$ cat config.mk
export PLATFORM = sky130hd
export DESIGN_NAME = wb_stage
export DESIGN_NICKNAME = d
export VERILOG_FILES = /design/src/rtl/wb_stage.sv
export SDC_FILE = /design/constraint.sdc
export NUM_CORES = 1
export LEC_CHECK = 0
export CORE_MARGIN = 10
export CORE_UTILIZATION = 53
export DETAILED_ROUTE_END_ITERATION = 6
export PLACE_DENSITY = 0.88
export REMOVE_ABC_BUFFERS = 1
export SLEW_MARGIN = 20
export SYNTH_ARGS = -nofsm -noshare
export SYNTH_HDL_FRONTEND = slang
export SYNTH_SLANG_ARGS = --single-unit
$ cat constraint.sdc
create_clock -name clk -period 5.2 [get_ports clk]
set_input_delay 1.56 -clock clk [delete_from_list [all_inputs] [get_ports clk]]
set_output_delay 1.56 -clock clk [all_outputs]
set_load 0.1 [all_outputs]
$ cat src/rtl/wb_stage.sv
// Registered RV32I writeback stage: selects the rd source and extracts load data.
// Waits on a variable-latency read-data handshake, then pulses the register-file write port.
module wb_stage #(
  parameter int XLEN       = 32,
  parameter int REG_ADDR_W = 5,
  parameter int PC_INC     = 4
) (
  input  logic                  clk,
  input  logic                  rst,
  input  logic                  in_valid,
  output logic                  in_ready,
  input  logic [2:0]            sel,
  input  logic [XLEN-1:0]       alu_result,
  input  logic [XLEN-1:0]       pc,
  input  logic [XLEN-1:0]       imm,
  input  logic [REG_ADDR_W-1:0] rd_addr,
  input  logic                  reg_write,
  input  logic [2:0]            load_funct3,
  input  logic [XLEN-1:0]       mem_rdata,
  input  logic                  mem_rvalid,
  output logic                  rf_we,
  output logic [REG_ADDR_W-1:0] rf_waddr,
  output logic [XLEN-1:0]       rf_wdata,
  output logic                  busy
);

  typedef enum logic {IDLE, WAIT_MEM} state_t;

  state_t                  state, state_nxt;
  logic [REG_ADDR_W-1:0]   cap_rd_p0;
  logic                    cap_we_p0;
  logic [2:0]              cap_f3_p0;
  logic [1:0]              cap_off_p0;

  logic                    done;
  logic                    capture;
  logic [REG_ADDR_W-1:0]   waddr_nxt;
  logic                    we_nxt;
  logic [XLEN-1:0]         wdata_nxt;
  logic [XLEN-1:0]         src_result;

  function automatic logic [XLEN-1:0] load_extract(input logic [XLEN-1:0] word,
                                                   input logic [2:0]      f3,
                                                   input logic [1:0]      off);
    logic [XLEN-1:0]    shifted;
    logic signed [7:0]  b;
    logic signed [15:0] h;
    shifted = word >> {off, 3'b000};
    b       = shifted[7:0];
    h       = off[1] ? word[31:16] : word[15:0];
    case (f3)
      3'b000:  return XLEN'(b);
      3'b100:  return XLEN'($unsigned(b));
      3'b001:  return XLEN'(h);
      3'b101:  return XLEN'($unsigned(h));
      default: return word;
    endcase
  endfunction

  // Link and PC-relative sums wrap modulo 2^XLEN by construction.
  always_comb begin
    case (sel)
      3'b000:  src_result = alu_result;
      3'b010:  src_result = pc + XLEN'(PC_INC);
      3'b011:  src_result = imm;
      3'b100:  src_result = pc + imm;
      default: src_result = '0;
    endcase
  end

  always_comb begin
    state_nxt = state;
    done      = 1'b0;
    capture   = 1'b0;
    waddr_nxt = rd_addr;
    we_nxt    = reg_write;
    wdata_nxt = src_result;
    case (state)
      IDLE: begin
        if (in_valid) begin
          if (sel == 3'b001) begin
            if (mem_rvalid) begin
              done      = 1'b1;
              wdata_nxt = load_extract(mem_rdata, load_funct3, alu_result[1:0]);
            end else begin
              capture   = 1'b1;
              state_nxt = WAIT_MEM;
            end
          end else begin
            done = 1'b1;
          end
        end
      end
      WAIT_MEM: begin
        waddr_nxt = cap_rd_p0;
        we_nxt    = cap_we_p0;
        wdata_nxt = load_extract(mem_rdata, cap_f3_p0, cap_off_p0);
        if (mem_rvalid) begin
          done      = 1'b1;
          state_nxt = IDLE;
        end
      end
      default: state_nxt = IDLE;
    endcase
  end

  assign in_ready = (state == IDLE);
  assign busy     = (state == WAIT_MEM);

  // Stage boundary: FSM state and captured load context
  always_ff @(posedge clk or posedge rst) begin
    if (rst) begin
      state      <= IDLE;
      cap_rd_p0  <= '0;
      cap_we_p0  <= 1'b0;
      cap_f3_p0  <= '0;
      cap_off_p0 <= '0;
    end else begin
      state <= state_nxt;
      if (capture) begin
        cap_rd_p0  <= rd_addr;
        cap_we_p0  <= reg_write;
        cap_f3_p0  <= load_funct3;
        cap_off_p0 <= alu_result[1:0];
      end
    end
  end

  // Stage boundary: register-file write port, x0 writes suppressed
  always_ff @(posedge clk or posedge rst) begin
    if (rst) begin
      rf_we    <= 1'b0;
      rf_waddr <= '0;
      rf_wdata <= '0;
    end else begin
      rf_we <= done && we_nxt && (waddr_nxt != '0);
      if (done) begin
        rf_waddr <= waddr_nxt;
        rf_wdata <= wdata_nxt;
      end
    end
  end

endmodule
==> flow_summary_export.csv, run 1 <==
group,metric,value,unit
worst_setup_path,end_kind,"flip-flop",
yosys,postSynthCellCount,811,
yosys,synth.avg_cell_area,7.68,um2
clock_tree,post-cts-setup-buffer-count,0,
worst_setup_path,crit_required,5.41,ns
clock_tree,clockBufferDepth,2,
die,die_w,128,um
yosys,yosysTopAreaCell,"dfrtp_1",
place,io_buffers,183,
clock_tree,cts-root-buf,"clkbuf_16",
yosys,ys_ff_latch,50,
yosys,yosys.cell_count.top_type,"nand2_1",
outcome,status,"complete, no violations",
pwr,combPwrFrac,56.3,%
pwr,power_frac_seq,23.5,%
timing,fin_hold_ws,0.481,ns
grt,grt_pass1_vias,7246,
timing,tightest_slew,1.07,ns
pwr,p_int,1.15,mW
worst_setup_path,cp_max_fo,5,
clock_tree,clock-sinks,50,
clock_tree,cts_tree,"done",
clock_tree,hold_buffers,0,
worst_setup_path,slowest_stage,"clkdlybuf4s50_1",
worst_setup_path,path_cells,"clkdlybuf4s50_1, ha_1, inv_1, fa_1, nand2b_1, a21oi_2, o22ai_2, o211ai_4, a31oi_1, o311ai_1, nand3_1, a221oi_2",
timing,fin_crit_sh,84.7,%
die,io_pins,184,
routing,drtIter0Drc,928,
routing,vias_per_cell,6.81,
yosys,synth_warnings,0,
yosys,synth_top_area_share,20.1,%
hold_path,min_to,"rf_wdata[2]$_DFFE_PP0P_",
worst_setup_path,r2r_cells,6,
worst_setup_path,critPathKind,"primary input to flip-flop",
routing,routed_wl,25600,um
place,place_hpwl,19500,um
worst_setup_path,r2r_start,"cap_off_p0[1]$_DFFE_PP0P_",
pwr,swShare,47.6,%
worst_setup_path,arrival,4.62,ns
finish,stdcell_area,0.00832,mm2
grt,grt_max_degree,41,
clock_tree,clock_latency,0.30,ns
pwr,ir_worst_vdd,0.000200,V
routing,vias,7513,
yosys,synthArstFlopShare,100,%
clock_tree,htree_levels,2,
die,core,0.0115,mm2
pwr,switching_power,1.05,mW
worst_setup_path,r2r-end,"rf_wdata[30]$_DFFE_PP0P_",
timing,finalMaxSlewViolations,0,
finish,fill_cells,958,
finish,layout.cells.non_filler,1104,
timing,skew,0.00478,ns
routing,ant_nets,0,
timing,fmax,0.227,GHz
pwr,power.leakage,3.19,nW
finish,fin_util,72.5,%
place,placed_area,0.00813,mm2
timing,hold_violations,0,
place,gp_routability_congestion,0.983,
yosys,synth_cell_types,84,
die,design.die.area,0.0165,mm2
yosys,synth_area,0.00622,mm2
grt,grt_use_total,29.6,%
grt,antenna_found_initial,0,
place,dpl.cell_count,1096,
job,cap_violations,0,
finish,multi_input_area,0.00466,mm2
timing,relSlewSlack,28.3,%
finish,drive_gt1_share,8.01,%
hold_path,hold_path_depth,1,
routing,drtPass1Iterations,7,
grt,grt-ovfl-total,0,
yosys,synth_area_leaders,"dfrtp_1 (20%), a21oi_1 (6.8%), ha_1 (6.4%)",
hold_path,hold_class,"flip-flop to flip-flop",
timing,post-route-min-period,4.40,ns
hold_path,hold_start,"rf_wdata[2]$_DFFE_PP0P_",
yosys,synth_ff_type,"dfrtp_1",
finish,areaGrowthSynthToFinish,33.6,%
clock_tree,path_clk_slew,0.08,ns
yosys,synth_edf_count,0,
grt,grt_pass1_wl,39800,um
pwr,pwr_density_cell,265,mW/mm2
timing,rsz0062_at_grt,"no",
die,floorplan.initialDensity,54.3,%
yosys,synthTopCellsByCount,"nand2_1 (96), a21oi_1 (84), nor2_1 (52)",
finish,diodes,0,
routing,wire_per_inst,23.2,um
timing,finalSetupTns,0,ns
timing,setup_viol,0,
worst_setup_path,r2r_slack,2.63,ns
die,rows,39,
yosys,ys_seq_area_share,20.1,%
worst_setup_path,startpoint_type,"primary input",
routing,drc,0,
finish,seq_area,0.00125,mm2
clock_tree,ctsResizeCount,0,
pwr,power.share.clock,20.2,%
finish,nets,1137,
worst_setup_path,max_stage_delay,0.48,ns
die,die_height,128,um
clock_tree,cts_buffers,5,
==> state kept, by name (all words and copies together) (netlist names) <==
| signal | cells |
|---|---|
| rf_we | 1 |
| cap_f3_p0 | 3 |
| rf_wdata | 32 |
| rf_waddr | 5 |
| cap_we_p0 | 1 |
| cap_off_p0 | 2 |
| busy | 1 |
| cap_rd_p0 | 5 |
==> layout by cell type (no fill, tap or decap), types with 4 or more instances in the layout <==
cell type        synthesis  final
clkdlybuf4s50_1          0    181
nand2_1                 96     96
a21oi_1                 84     84
nor2_1                  52     51
dfrtp_1                 50     50
o21ai_0                 49     49
a221oi_1                38     38
ha_1                    32     32
xnor2_1                 29     29
o221ai_1                25     25
nand3_1                 23     23
xor2_1                  23     23
nor3_1                  23     22
inv_1                   21     20
buf_4                    2     18
a21o_1                  17     17
a211oi_1                14     14
nand4_1                 12     12
o211ai_1                12     12
a31oi_1                 11     11
mux2_2                  11     11
and3_1                  10     10
mux2i_1                 10     10
nand2b_1                 8      8
o2111ai_1                7      7
o21ai_1                  7      7
and2_1                   6      6
nor2_2                   4      5
a22oi_1                  5      5
clkbuf_16                0      5
mux4_2                   4      4
o21a_1                   4      4
==> layer usage <==
layer	up-vias	part of all wire, %	global-route usage, %
met5	-	0	0
met4	0	4.4	12.8
met3	72	12	7.35
met2	499	45	46.2
met1	3529	39	38.1
li1	3413	-	-
==> worst max-delay path, delay by kind of cell <==
kind	cells	cell delay [ns]
AO/OA/AOI/OAI	6	1.57
adder cells (fa/ha/maj)	2	0.60
buffers and inverters	2	0.55
AND/OR/NAND/NOR	2	0.35
==> worst max path at each step <==
stage	from	endpoint	slack [ns]	cells after the start
after floorplan	busy$_DFF_PP0_	in_ready	0.68	1
after global placement	pc[0]	rf_wdata[24]$_DFFE_PP0P_	0.73	12
after detailed placement	pc[0]	rf_wdata[24]$_DFFE_PP0P_	0.56	12
after CTS	pc[0]	rf_wdata[24]$_DFFE_PP0P_	0.83	12
after global routing	pc[0]	rf_wdata[24]$_DFFE_PP0P_	0.64	12
final	pc[0]	rf_wdata[24]$_DFFE_PP0P_	0.80	12
==> layout make-up <==
cell class                 instances  area share (%)
clock inverter                     3           0.827
inverter                          23            1.04
sequential                        50            15.0
tap                              143            2.15
clock buffer                       5            1.50
timing repair buffer             199            23.4
multi-input combinational        681            56.0
==> stage by stage <==
stage,worst slack [ns],power [mW]
floorplan,0.682,1.32
global placement,0.726,1.73
detailed placement,0.563,1.74
CTS,0.831,2.18
global route,0.643,2.29
finish,0.796,2.20
==> kinds of logic after synthesis <==
kind of cell,after synthesis,synth area share [%]
buffers and inverters,80,5.23
adders and majority gates,33,6.75
muxes,25,5.05
and+or+nand+nor,253,19.1
AOI/OAI and AO/OA,318,36.5
xor gates and xnor gates,52,7.32
DFF,50,20.1
==> power by group through the flow <==
| stage | logic (mW) | clock network, mW | registers [mW] |
|---|---|---|---|
| floorplan | 0.445 | 0 | 0.879 |
| global placement | 1.21 | 0 | 0.519 |
| detailed placement | 1.22 | 0 | 0.520 |
| CTS | 1.22 | 0.440 | 0.514 |
| global route | 1.31 | 0.456 | 0.523 |
| finish | 1.24 | 0.446 | 0.517 |
Power figures use the tool's default switching activity.
==> run 2, diff against run 1 <==
- CORE_UTILIZATION: 53 -> 49
- PLACE_DENSITY: 0.88 -> 0.83
- clock period: 5.2 -> 4.2 ns (I/O delays scaled with it)
==> flow_summary_export.csv, run 2 (synthesized netlist as in run 1, its figures left out) <==
group,metric,value,unit
timing,tightest_slew,1.07,ns
routing,wire_per_inst,22.3,um
place,dp_slack,-0.0308,ns
finish,fill_cells,1120,
grt,grt_use_total,27.6,%
finish,seq_area,0.00125,mm2
place,place_hpwl,19600,um
worst_setup_path,critPathCapture,"rf_wdata[18]$_DFFE_PP0P_",
timing,finalSetupTns,0,ns
place,gp_routability_congestion,0.990,
die,die_w,133,um
clock_tree,clock-sinks,50,
finish,stdcell_area,0.00844,mm2
finish,layout_commonest_cell,"clkdlybuf4s50_1",
routing,routed_wl,25600,um
pwr,power.total,2.62,mW
grt,grt_max_degree,51,
timing,finalMaxSlewViolations,0,
finish,top_register,"rf_wdata",
pwr,pwr_density_cell,310,mW/mm2
die,floorplan.initialDensity,49.7,%
timing,hold_violations,0,
finish,multi_input_area,0.00466,mm2
hold_path,hold_class,"flip-flop to flip-flop",
clock_tree,htree_levels,2,
routing,drtPass1Iterations,6,
worst_setup_path,crit_required,4.39,ns
clock_tree,ctsResizeCount,0,
die,design.die.area,0.0176,mm2
timing,rsz0062_at_grt,"no",
clock_tree,post-cts-setup-buffer-count,0,
clock_tree,clock_latency,0.30,ns
clock_tree,hold_buffers,0,
timing,worst_slack,0.245,ns
timing,skew,0.0109,ns
routing,drtIter0Drc,919,
clock_tree,cts_buffers,5,
finish,reg_top3,"rf_wdata: 32 flops, cap_rd_p0: 5 flops, rf_waddr: 5 flops",
routing,route.met2.wl,11600,um
timing,fmax,0.253,GHz
job,cap_violations,0,
place,placed_area,0.00829,mm2
finish,drive_gt1_share,9.52,%
worst_setup_path,startpoint_type,"primary input",
pwr,ir_worst_vdd,0.000208,V
timing,post-route-min-period,3.96,ns
worst_setup_path,r2r_cells,8,
die,rows,41,
place,io_buffers,183,
finish,largest_reg_flops,32,
finish,layout.cells.non_filler,1149,
pwr,power.leakage,3.25,nW
grt,grt_pass1_wl,40000,um
outcome,status,"complete, no violations",
finish,areaGrowthSynthToFinish,35.7,%
worst_setup_path,r2r_start,"busy$_DFF_PP0_",
worst_setup_path,r2r_slack,1.52,ns
routing,ant_nets,0,
worst_setup_path,crit_start,"pc[0]",
clock_tree,path_clk_slew,0.08,ns
timing,fin_crit_sh,94.2,%
clock_tree,cts-root-buf,"clkbuf_16",
worst_setup_path,r2r-end,"rf_wdata[14]$_DFFE_PP0P_",
place,dpl.cell_count,1141,
grt,antenna_found_initial,0,
grt,grt-ovfl-total,0,
worst_setup_path,cp_max_fo,4,
routing,highest_layer,"met4",
routing,drc,0,
clock_tree,cts_tree,"done",
die,io_pins,184,
timing,setup_viol,0,
worst_setup_path,end_kind,"flip-flop",
finish,nets,1153,
worst_setup_path,critPathKind,"primary input to flip-flop",
clock_tree,clockBufferDepth,2,
finish,diodes,0,
routing,vias,7469,
die,die_height,133,um
timing,relSlewSlack,28.5,%
die,core,0.0125,mm2
finish,final_cell_mix,"clkdlybuf4s50_1 (181), nand2_1 (96), a21oi_1 (84), nor2_1 (51), dfrtp_1 (50)",
worst_setup_path,arrival,4.15,ns
routing,wl_met3,2760,um
grt,grt_pass1_vias,7244,
routing,vias_per_cell,6.50,
routing,route.layer.met1.wl,10400,um
run 2: area by class of cell:
class / count / share of cell area (%)
Multi-Input combinational cell: 681 / 55.2
Timing Repair Buffer: 215 / 24.6
Sequential cell: 50 / 14.8
Tap cell: 172 / 2.55
Clock buffer: 5 / 1.48
Inverter: 23 / 1.02
Clock inverter: 3 / 0.296
run 2: critical path: stages:
cell and delay (ns):
clkdlybuf4s50_1 0.49, ha_1 0.21, inv_1 0.07, fa_1 0.38
nand2b_1 0.21, a21oi_2 0.21, o22ai_2 0.18, o211ai_4 0.23
buf_4 0.19, nand2_1 0.07, o31ai_1 0.25, nand2_1 0.08
a221oi_1 0.31
run 2: how the worst min path moves through the flow:
stage	slack (ns)	to	start	cells past startpoint
global placement	0.46	rf_wdata[0]$_DFFE_PP0P_	rf_wdata[0]$_DFFE_PP0P_	1
floorplan	0.48	cap_we_p0$_DFFE_PP0P_	cap_we_p0$_DFFE_PP0P_	1
finish	0.48	rf_wdata[0]$_DFFE_PP0P_	rf_wdata[0]$_DFFE_PP0P_	1
CTS	0.48	rf_wdata[1]$_DFFE_PP0P_	rf_wdata[1]$_DFFE_PP0P_	1
detailed placement	0.47	rf_wdata[1]$_DFFE_PP0P_	rf_wdata[1]$_DFFE_PP0P_	1
global route	0.49	rf_wdata[1]$_DFFE_PP0P_	rf_wdata[1]$_DFFE_PP0P_	1
run 2: metrics by stage:
stage | hold slack, ns | util [%]
after global routing | 0.492 | 67.5
after floorplan | 0.480 | -
after CTS | 0.482 | 67.5
final | 0.481 | 67.5
after detailed placement | 0.465 | 66.3
after global placement | 0.460 | 66.3
run 2: power by group:
part           switching (mW)  internal (mW)
Sequential             0.0745          0.566
Clock                   0.207          0.225
Combinational            1.02          0.528
run 2: routing by layer:
| layer | track usage [%] | vias up |
|---|---|---|
| met4 | 10.2 | 0 |
| li1 | - | 3432 |
| met1 | 35.5 | 3495 |
| met2 | 44.1 | 489 |
| met5 | 0 | - |
| met3 | 6.28 | 53 |
==> run 3, diff against run 2 <==
- TNS_END_PERCENT: unset -> 20
==> results of run 3 <==
No change in the layout: final DEF, timing and power equal those of run 2.
